### src/rtl/debounce_sched.sv
// Round-robin debounce scheduler: one shared stability counter serves NB_BTN synchronized buttons.
// Macros: COCOTB_SIM shortens the debounce window; DEBOUNCE_FALL_EVT_EN adds the fall_o pulse output.
//
// state   | meaning
// S_IDLE  | counter free; grant the next pending input found from rr_ptr upward
// S_COUNT | counter owned by `owner`; count timepulses until commit or abort
module debounce_sched #(
    parameter int NB_BTN          = 4,
    parameter int PULSE_PER_NS    = 5120,
`ifdef COCOTB_SIM
    parameter int DEBOUNCE_PER_NS = 5120 * 8
`else
    parameter int DEBOUNCE_PER_NS = 20_971_520
`endif
) (
    input  logic                      clk_i,
    input  logic                      rst_n_i,
    input  logic                      tp_i,
    input  logic [NB_BTN-1:0]         btn_i,
    output logic [NB_BTN-1:0]         btn_o,
    output logic [NB_BTN-1:0]         rise_o,
    output logic                      busy_o,
    output logic [$clog2(NB_BTN)-1:0] grant_o
`ifdef DEBOUNCE_FALL_EVT_EN
    ,
    output logic [NB_BTN-1:0]         fall_o
`endif
);

    localparam int MAX_COUNT = DEBOUNCE_PER_NS / PULSE_PER_NS - 1;
    localparam int CW        = (MAX_COUNT > 0) ? $clog2(MAX_COUNT + 1) : 1;
    localparam int GW        = $clog2(NB_BTN);

    typedef enum logic {
        S_IDLE  = 1'b0,
        S_COUNT = 1'b1
    } state_t;

    state_t              state_q, state_d;
    logic [NB_BTN-1:0]   sync1_q, sync2_q;
    logic [NB_BTN-1:0]   pend;
    logic [2*NB_BTN-1:0] pend_dbl;
    logic [NB_BTN-1:0]   pend_rot;
    logic [GW-1:0]       owner_q, owner_d;
    logic [GW-1:0]       rr_ptr_q, rr_ptr_d;
    logic [GW-1:0]       owner_inc;
    logic [GW-1:0]       rot_ofs;
    logic [GW:0]         pick_sum;
    logic [GW-1:0]       pick;
    logic                found;
    logic [CW-1:0]       counter_q, counter_d;
    logic [NB_BTN-1:0]   btn_d, rise_d;
`ifdef DEBOUNCE_FALL_EVT_EN
    logic [NB_BTN-1:0]   fall_d;
`endif

    assign pend = sync2_q ^ btn_o;

    // Rotating the pending vector by rr_ptr turns the wrap-around search into a plain lowest-bit search.
    assign pend_dbl = {pend, pend} >> rr_ptr_q;
    assign pend_rot = pend_dbl[NB_BTN-1:0];

    always_comb begin
        found   = 1'b0;
        rot_ofs = '0;
        for (int k = NB_BTN - 1; k >= 0; k--) begin
            if (pend_rot[k]) begin
                found   = 1'b1;
                rot_ofs = GW'(k);
            end
        end
    end

    always_comb begin
        pick_sum = {1'b0, rr_ptr_q} + {1'b0, rot_ofs};
        if (pick_sum >= (GW + 1)'(NB_BTN)) begin
            pick_sum = pick_sum - (GW + 1)'(NB_BTN);
        end
        pick = pick_sum[GW-1:0];
    end

    assign owner_inc = (owner_q == GW'(NB_BTN - 1)) ? '0 : owner_q + 1'b1;

    always_comb begin
        state_d   = state_q;
        owner_d   = owner_q;
        rr_ptr_d  = rr_ptr_q;
        counter_d = counter_q;
        btn_d     = btn_o;
        rise_d    = '0;
`ifdef DEBOUNCE_FALL_EVT_EN
        fall_d    = '0;
`endif
        case (state_q)
            S_IDLE: begin
                if (found) begin
                    owner_d   = pick;
                    counter_d = '0;
                    state_d   = S_COUNT;
                end
            end
            S_COUNT: begin
                // A bounce back to the committed level wins over a simultaneous terminal pulse.
                if (!pend[owner_q]) begin
                    state_d  = S_IDLE;
                    rr_ptr_d = owner_inc;
                end else if (tp_i) begin
                    if (counter_q == CW'(MAX_COUNT)) begin
                        btn_d[owner_q]  = sync2_q[owner_q];
                        rise_d[owner_q] = sync2_q[owner_q];
`ifdef DEBOUNCE_FALL_EVT_EN
                        fall_d[owner_q] = ~sync2_q[owner_q];
`endif
                        state_d         = S_IDLE;
                        rr_ptr_d        = owner_inc;
                    end else begin
                        counter_d = counter_q + 1'b1;
                    end
                end
            end
            default: state_d = S_IDLE;
        endcase
    end

    always_ff @(posedge clk_i or negedge rst_n_i) begin
        if (!rst_n_i) begin
            sync1_q   <= '0;
            sync2_q   <= '0;
            state_q   <= S_IDLE;
            owner_q   <= '0;
            rr_ptr_q  <= '0;
            counter_q <= '0;
            btn_o     <= '0;
            rise_o    <= '0;
`ifdef DEBOUNCE_FALL_EVT_EN
            fall_o    <= '0;
`endif
        end else begin
            sync1_q   <= btn_i;
            sync2_q   <= sync1_q;
            state_q   <= state_d;
            owner_q   <= owner_d;
            rr_ptr_q  <= rr_ptr_d;
            counter_q <= counter_d;
            btn_o     <= btn_d;
            rise_o    <= rise_d;
`ifdef DEBOUNCE_FALL_EVT_EN
            fall_o    <= fall_d;
`endif
        end
    end

    assign busy_o  = (state_q == S_COUNT);
    assign grant_o = owner_q;

endmodule

### config.mk
export PLATFORM = sky130hd
export DESIGN_NAME = debounce_sched
export DESIGN_NICKNAME = d
export VERILOG_FILES = /design/src/rtl/debounce_sched.sv
export SDC_FILE = /design/constraint.sdc
export NUM_CORES = 1
export LEC_CHECK = 0
export ABC_CLOCK_PERIOD_IN_PS = 2600
export BUFFER_PORTS_ARGS = -buffer_cell sky130_fd_sc_hd__buf_2
export CORE_MARGIN = 5
export CORE_UTILIZATION = 57
export CTS_BUF_LIST = sky130_fd_sc_hd__clkbuf_8 sky130_fd_sc_hd__clkbuf_16
export DETAILED_ROUTE_END_ITERATION = 10
export PLACE_DENSITY = 0.78
export SYNTH_ARGS = -nofsm -noshare
export SYNTH_HDL_FRONTEND = slang
export SYNTH_SLANG_ARGS = --single-unit
### constraint.sdc
create_clock -name clk_i -period 2.6 [get_ports clk_i]
set_clock_uncertainty 0.1 [all_clocks]
set_input_delay 0.13 -clock clk_i [delete_from_list [all_inputs] [get_ports clk_i]]
set_output_delay 0.13 -clock clk_i [all_outputs]
set_load 0.03 [all_outputs]
==> run summary, run 1 <==
### Clocking
• **Clock Root Buffer** clkbuf_8
• **clock sinks** 33
• **number of buffers added by the clock tree synthesis step** 5
• **count of instances resized after the clock tree is built** 0
• **total number of H-tree levels** 2
• **clock tree from TritonCTS** yes
• **deepest clock path buffer count** 2
• **clock latency on the worst-skew pair** 0.29 ns
• **clock slew at the register clock pins of the worst setup and hold paths** 0.07 ns

### Routing
• **wirelength, routed** 3.75 mm
• **vias per inst** 6.35
• **detailed-routing iteration count for the pre-antenna-repair pass** 4
• **WL per Instance** 17.1 microns
• **antenna-violating nets left** 0
• **number of design rule violations left after detail routing** 0
• **number of DRC violations after detailed-routing iteration 0** 101
• **vias after detailed routing** 1397

### Die
• **num ports** 18
• **effective utilization at floorplan** 60.7%
• **placeable core region** 2810 sq um
• **cell row count** 19
• **die area** 4180 sq um
• **die extent in y** 64.7 microns
• **horizontal extent of the die** 64.7 microns

### Pwr
• **cell internal pwr** 1200 uW
• **total power after layout** 1870 uW
• **leakage power figure** 0.000948 uW
• **share of power burned in combinational logic** 32.3%
• **Clk pwr share** 30.7%
• **part of the power in registers** 36.9%
• **P_sw** 666 uW
• **Switching Share** 35.7%
• **Max rail drop VDD** 0.719 mV
• **Power per Cell Area** 931 nW/um^2

### Job
• **max_cap viols** 0

### Timing
• **setup violation total in the final timing report** 0
• **number of max-slew violations in the final report** 0
• **peak clock frequency supported by timing** 398 MHz
• **final hold violation count** 0
• **transition time at the pin with the least slew margin** 0.706 ns
• **Period minus WS final** 2.51 ns
• **Max-Slew Margin vs Limit** 53.0%
• **total negative setup slack** 0 ns
• **Tcrit/Tclk final** 96.7%
• **setup repair after global routing missed its margin** false

### Logic synthesis
• **share of the yosys chip area belonging to registers** 48.5%
• **fraction of post-synthesis cell area in the top cell type by area** 48.5%
• **area of the mapped netlist** 1700 sq um
• **warning count from the yosys run** 0
• **post-synthesis register bit count** 33
• **Net Count, Synth** 175
• **mean post-synth cell area** 10.5 sq um
• **post-synthesis cell type with the largest combined area** dfrtp_1
• **post-synthesis cell count** 162
• **number of distinct library cells after synthesis** 37
• **biggest area contributors in the synthesized netlist** dfrtp_1, ha_1, mux4_2

### Placed design
• **HPWL after detailed placement** 2.65 mm
• **Placed Instance Area** 1820 sq um
• **routability congestion estimate from global placement** 0.787
• **number of buffers inserted by port buffering** 17
• **post-placement cell count** 207

### Layout
• **number of diodes** 0
• **final design utilization** 71.5%
• **leading cell types in the layout, fill and taps excluded** dfrtp_1, buf_2, nand2_1
• **cell area after layout** 2000 sq um
• **fraction of final layout cells with drive strength greater than 1** 19.0%
• **count of non-filler cells in the finished layout** 220
• **most frequent standard cell in the layout excluding fill and tap cells** dfrtp_1
• **post-layout net count** 201
• **area growth from synthesis to layout** 17.6%

### Setup path
• **biggest fanout along the worst timing path** 7
• **reg-to-reg endpoint** grant_o[1]
• **critical path startpoint category** register
• **worst endpoint data arrival time** 2.60 ns
• **required time worst endpoint** 2.68 ns
• **cell depth of the worst flop-to-flop path** 7
• **CP Class** register to register
• **RR Startpoint** btn_o[3]
• **flop2flop setup slack** 0.09 ns
• **type of element capturing the critical path** register

### GRT
• **first-pass GRT wire length** 6.31 mm
• **maximum number of pins on one net before global-route repair** 34
• **Congestion Overflow GR** 0
• **antenna violations before repair** 0
• **global router's overall resource usage** 20.2%
• **via count of the first global-routing pass** 1366

### Min path
• **cell depth of the worst hold path** 3
• **end of the worst hold path** counter_q[2]
• **Min-Delay Path Class** input port to register
• **start point of the worst hold path** tp_i

### Status
• **status** finished, final reports clean

routing by layer:
layer | GRT usage, % | vias up | wire [microns]
met5 | 0 | - | 0
met4 | 8.44 | 0 | 100
met3 | 7.08 | 17 | 216
met2 | 34.1 | 56 | 1910
met1 | 23.5 | 677 | 1520
li1 | - | 647 | -
sequential cells by signal (all words and copies together), names as in the netlist:
signal,flops
busy_o,1
rise_o,4
sync1_q,4
counter_q,12
btn_o,4
grant_o,2
rr_ptr_q,2
sync2_q,4
how the worst max path moves through the flow:
stage,startpoint,depth (start not counted),slack (ns),endpoint
global placement,sync2_q[1],7,0.36,grant_o[1]
detailed placement,btn_o[1],7,0.19,grant_o[1]
finish,btn_o[3],7,0.09,grant_o[1]
global route,btn_o[3],7,0.02,grant_o[1]
CTS,btn_o[3],7,0.16,grant_o[1]
floorplan,btn_o[1],7,0.28,grant_o[1]
worst max-delay path: stages, from the launching register on:
cell,delay [ns]
dfrtp_1,0.42
xnor2_1,0.46
nor3_1,0.13
a311oi_1,0.31
o21ai_0,0.16
ha_1,0.21
or3_1,0.38
a31o_2,0.24
cell usage after synthesis, drive strengths merged:
master	number
dfrtp	33
nand2	16
o21ai	13
and3	8
nor2	8
inv	7
mux2	7
nand3	7
a21oi	6
ha	6
nand4	6
nor3	5
xnor2	5
xor2	5
a31oi	3
mux4	3
nor2b	3
o31ai	3
a311oi	2
a41oi	2
buf	2
clkbuf	2
a2111oi	1
a31o	1
a41o	1
and2	1
and4	1
nor4	1
o22ai	1
o31a	1
or3	1
or4	1
cell families after synthesis:
family	count (synthesis)	share of synthesized area (%)
adder cells (fa/ha/maj)	6	4.41
AND/OR/NAND/NOR	58	17.8
flip-flops	33	48.5
AO/OA/AOI/OAI	34	13.2
buffers and inverters	11	2.42
XOR/XNOR	10	5.14
multiplexers	10	8.59
final cells by class:
class | instances | area [sq um]
clock buffer | 5 | 68.8
clock inverter | 3 | 65.1
fill | 202 | 801
inverter | 7 | 26.3
multi-input combinational | 118 | 837
sequential | 33 | 826
tap | 31 | 38.8
timing repair buffer | 23 | 143
power groups by stage:
stage	Sequential [uW]	Clock [uW]	Combinational (uW)
2_1_floorplan	688	0	418
3_3_place_gp	688	0	569
3_5_place_dp	693	0	586
4_1_cts	687	584	599
5_1_grt	701	616	662
6_report	690	573	604
what timing repair did:
| action | CTS | global route |
|---|---|---|
| hold endpoints to repair | 37 | 0 |
| hold buffers | 5 | 0 |
| setup buffers | 0 | 0 |
metrics by stage:
step	hold slack, ns	setup slack (ns)
5_1_grt	0.0588	0.0160
3_3_place_gp	0.108	0.355
3_5_place_dp	0.123	0.187
2_1_floorplan	-0.266	0.279
4_1_cts	0.0503	0.162
6_report	0.0532	0.0861
(Power assumes the default switching activity.)
==> run 2, diff against run 1 <==
==> config.mk (replaced) <==
export PLATFORM = sky130hd
export DESIGN_NAME = debounce_sched
export DESIGN_NICKNAME = d
export VERILOG_FILES = /design/src/rtl/debounce_sched.sv
export SDC_FILE = /design/constraint.sdc
export NUM_CORES = 1
export LEC_CHECK = 0
export ABC_CLOCK_PERIOD_IN_PS = 2060
export BUFFER_PORTS_ARGS = -buffer_cell sky130_fd_sc_hd__buf_2
export CORE_MARGIN = 5
export CORE_UTILIZATION = 52
export CTS_BUF_LIST = sky130_fd_sc_hd__clkbuf_8 sky130_fd_sc_hd__clkbuf_16
export DETAILED_ROUTE_END_ITERATION = 10
export HOLD_SLACK_MARGIN = 0.03
export PLACE_DENSITY = 0.75
export RECOVER_POWER = 100
export SYNTH_ARGS = -nofsm -noshare
export SYNTH_HDL_FRONTEND = slang
export SYNTH_SLANG_ARGS = --single-unit
==> constraint.sdc (replaced) <==
create_clock -name clk_i -period 2.06 [get_ports clk_i]
set_clock_uncertainty 0.1 [all_clocks]
set_input_delay 0.103 -clock clk_i [delete_from_list [all_inputs] [get_ports clk_i]]
set_output_delay 0.103 -clock clk_i [all_outputs]
set_load 0.03 [all_outputs]
==> run 2 against run 1 <==
  * The run now ends with setup timing left
  * Via count increased by 9.0%
  * Core utilization up 3.0 points
  * Sequential power grew 23%
==> run summary, run 2 (same netlist as run 1, synthesis figures left out) <==
### Die
• **die extent in y** 67.2 microns, was 64.7 microns
• **horizontal extent of the die** 67.2 microns, was 64.7 microns
• **num ports** 18, unchanged
• **placeable core region** 3100 sq um, was 2810 sq um
• **cell row count** 20, was 19
• **die area** 4520 sq um, was 4180 sq um
• **effective utilization at floorplan** 54.9%, was 60.7%

### Min path
• **cell depth of the worst hold path** 0, was 3
• **Min-Delay Path Class** register to register, was input port to register

### Routing
• **number of design rule violations left after detail routing** 0, unchanged
• **detailed-routing iteration count for the pre-antenna-repair pass** 5, was 4
• **highest metal layer used by the detailed router** met4, unchanged
• **number of DRC violations after detailed-routing iteration 0** 150, was 101
• **WL per Instance** 17.2 microns, was 17.1 microns
• **met3 WL** 333 microns, was 216 microns
• **vias per inst** 5.97, was 6.35
• **antenna-violating nets left** 0, unchanged
• **wirelength, routed** 4.38 mm, was 3.75 mm
• **vias after detailed routing** 1523, was 1397
• **metal2 WL** 2.07 mm, was 1.91 mm
• **Post-Route M1 WL** 1.81 mm, was 1.52 mm

### Clocking
• **clock slew at the register clock pins of the worst setup and hold paths** 0.06 ns, was 0.07 ns
• **Clock Root Buffer** clkbuf_8, unchanged
• **number of buffers added by the clock tree synthesis step** 5, unchanged
• **clock latency on the worst-skew pair** 0.29 ns, about the same
• **deepest clock path buffer count** 2, unchanged
• **clock sinks** 33, unchanged
• **clock tree from TritonCTS** yes, unchanged
• **total number of H-tree levels** 2, unchanged

### Layout
• **leading cell types in the layout, fill and taps excluded** dfrtp_1, buf_4, nand2_1, was dfrtp_1, buf_2, nand2_1
• **max reg flops** 12, unchanged
• **area growth from synthesis to layout** 35.5%, was 17.6%
• **cell area after layout** 2310 sq um, was 2000 sq um
• **count of non-filler cells in the finished layout** 255, was 220
• **register with the most flip-flops** counter_q, unchanged
• **fraction of final layout cells with drive strength greater than 1** 37.0%, was 19.0%
• **most frequent standard cell in the layout excluding fill and tap cells** dfrtp_1, unchanged
• **number of diodes** 0, unchanged
• **number of fill cells in the layout** 221, was 202
• **post-layout net count** 223, was 201

### Status
• **status** finished, violations left, was finished, final reports clean
• **violated checks** setup timing

### Pwr
• **Max rail drop VDD** 0.555 mV, was 0.719 mV
• **total power after layout** 2440 uW, was 1870 uW
• **part of the power in registers** 34.8%, was 36.9%
• **P_sw** 928 uW, was 666 uW
• **Switching Share** 38.0%, was 35.7%
• **Power per Cell Area** 1060 nW/um^2, was 931 nW/um^2
• **Clk pwr share** 21.2%, was 30.7%
• **cell internal pwr** 1510 uW, was 1200 uW
• **leakage power figure** 0.00104 uW, was 0.000948 uW
• **share of power burned in combinational logic** 43.9%, was 32.3%

### Setup path
• **worst endpoint data arrival time** 2.28 ns, was 2.60 ns
• **count of buffering cells on the critical path with inverters included** 0, unchanged
• **CP Class** register to register, unchanged
• **cell depth of the worst flop-to-flop path** 7, unchanged
• **cell-by-cell listing of the critical path** xor2_4 > nor3_2 > a311oi_1 > o21ai_1 > ha_2 > or3_1 > a31o_2, was xnor2_1 > nor3_1 > a311oi_1 > o21ai_0 > ha_1 > or3_1 > a31o_2
• **biggest fanout along the worst timing path** 6, was 7
• **instance count on the critical path** 7, unchanged
• **type of element capturing the critical path** register, unchanged
• **required time worst endpoint** 2.13 ns, was 2.68 ns
• **Largest stage delay, worst path** 0.48 ns, was 0.46 ns
• **cell family with most CP delay** compound AO/OA/AOI/OAI gates, unchanged
• **critical path startpoint category** register, unchanged
• **slowest stage cell on the critical path** dfrtp_2, was xnor2_1

### Timing
• **worst-case setup margin in the final layout** -0.152 ns, was 0.0861 ns
• **peak clock frequency supported by timing** 452 MHz, was 398 MHz
• **transition time at the pin with the least slew margin** 0.776 ns, was 0.706 ns
• **total negative setup slack** -0.490 ns, was 0 ns
• **final hold violation count** 0, unchanged
• **number of max-slew violations in the final report** 0, unchanged
• **Tcrit/Tclk final** 107%, was 96.7%
• **Max-Slew Margin vs Limit** 48.2%, was 53.0%
• **setup violation total in the final timing report** 7, was 0
• **setup repair after global routing missed its margin** true, was false
• **Period minus WS final** 2.21 ns, was 2.51 ns

### GRT
• **first-pass GRT wire length** 6.78 mm, was 6.31 mm
• **Congestion Overflow GR** 0, unchanged
• **via count of the first global-routing pass** 1418, was 1366
• **antenna violations before repair** 0, unchanged
• **global router's overall resource usage** 20.4%, was 20.2%
• **maximum number of pins on one net before global-route repair** 34, unchanged

### Placed design
• **post-placement cell count** 230, was 207
• **number of buffers inserted by port buffering** 17, unchanged
• **routability congestion estimate from global placement** 0.959, was 0.787
• **HPWL after detailed placement** 2.66 mm, was 2.65 mm
• **Placed Instance Area** 1970 sq um, was 1820 sq um

### Job
• **max_cap viols** 0, unchanged

-- run 2: cell types whose count changed in the layout (fill, tap and decap cells not counted), sizes merged --
| cell | before | now |
|---|---|---|
| dlygate4sd3 | 5 | 6 |
| bufinv | 2 | 0 |
| buf | 18 | 32 |
| clkbuf | 5 | 14 |
-- run 2: area by class of cell --
| cell class | instances | area, sq um | share of cell area [%] |
|---|---|---|---|
| clock inverter | 1 | 5.00 | 0.217 |
| inverter | 7 | 26.3 | 1.14 |
| tap | 44 | 55.1 | 2.38 |
| sequential | 33 | 837 | 36.2 |
| timing repair buffer | 45 | 314 | 13.6 |
| clock buffer | 7 | 96.3 | 4.17 |
| multi-input combinational | 118 | 976 | 42.3 |
-- run 2: power groups by stage --
stage               clock network (uW)  logic (uW)  registers, uW
finish                             519        1070            851
global placement                     0         854            833
floorplan                            0         538            875
CTS                                535         903            836
global route                       566        1160            862
detailed placement                   0         871            842
-- run 2: worst register-to-register path, delay by kind of cell, from the launching register on --
family                   cells  cell delay, ns
AO/OA/AOI/OAI                3            0.64
XOR/XNOR                     1            0.29
adder cells (fa/ha/maj)      1            0.19
flip-flops                   1            0.48
AND/OR/NAND/NOR              2            0.40
-- run 2: metrics by stage --
stage,utilization (%),hold slack (ns),worst slack [ns]
after CTS,71.3,0.246,-0.0412
after detailed placement,63.6,0.0802,-0.0861
after global routing,74.4,0.264,-0.197
after floorplan,-,-0.293,-0.00281
final,74.4,0.241,-0.152
after global placement,63.6,0.0900,-0.00609
-- run 2: worst paths after layout --
path | start | end | slack [ns]
setup / recovery | sync2_q[2] | grant_o[1] | -0.15
hold / removal | sync1_q[1] | sync2_q[1] | 0.24
setup reg to reg | sync2_q[2] | grant_o[1] | -0.15
hold reg to reg | sync1_q[1] | sync2_q[1] | 0.24
max in group asynchronous | rst_n_i | grant_o[0] | 0.99
min in group asynchronous | rst_n_i | rise_o[1] | 0.32
-- run 2: repair_timing --
item | in CTS | in global routing
gates resized for setup | 12 | 13
hold buffers | 6 | 0
pin swaps | 14 | 5
setup endpoints to repair | 6 | 18
buffers inserted | 3 | 8
hold endpoints to repair | 38 | 0
-- run 2: metal layers --
| layer | global-route usage [%] | vias to the layer above |
|---|---|---|
| met5 | 0 | - |
| met4 | 8.61 | 0 |
| met3 | 5.49 | 22 |
| met2 | 30.4 | 77 |
| met1 | 27.9 | 729 |
| li1 | - | 695 |
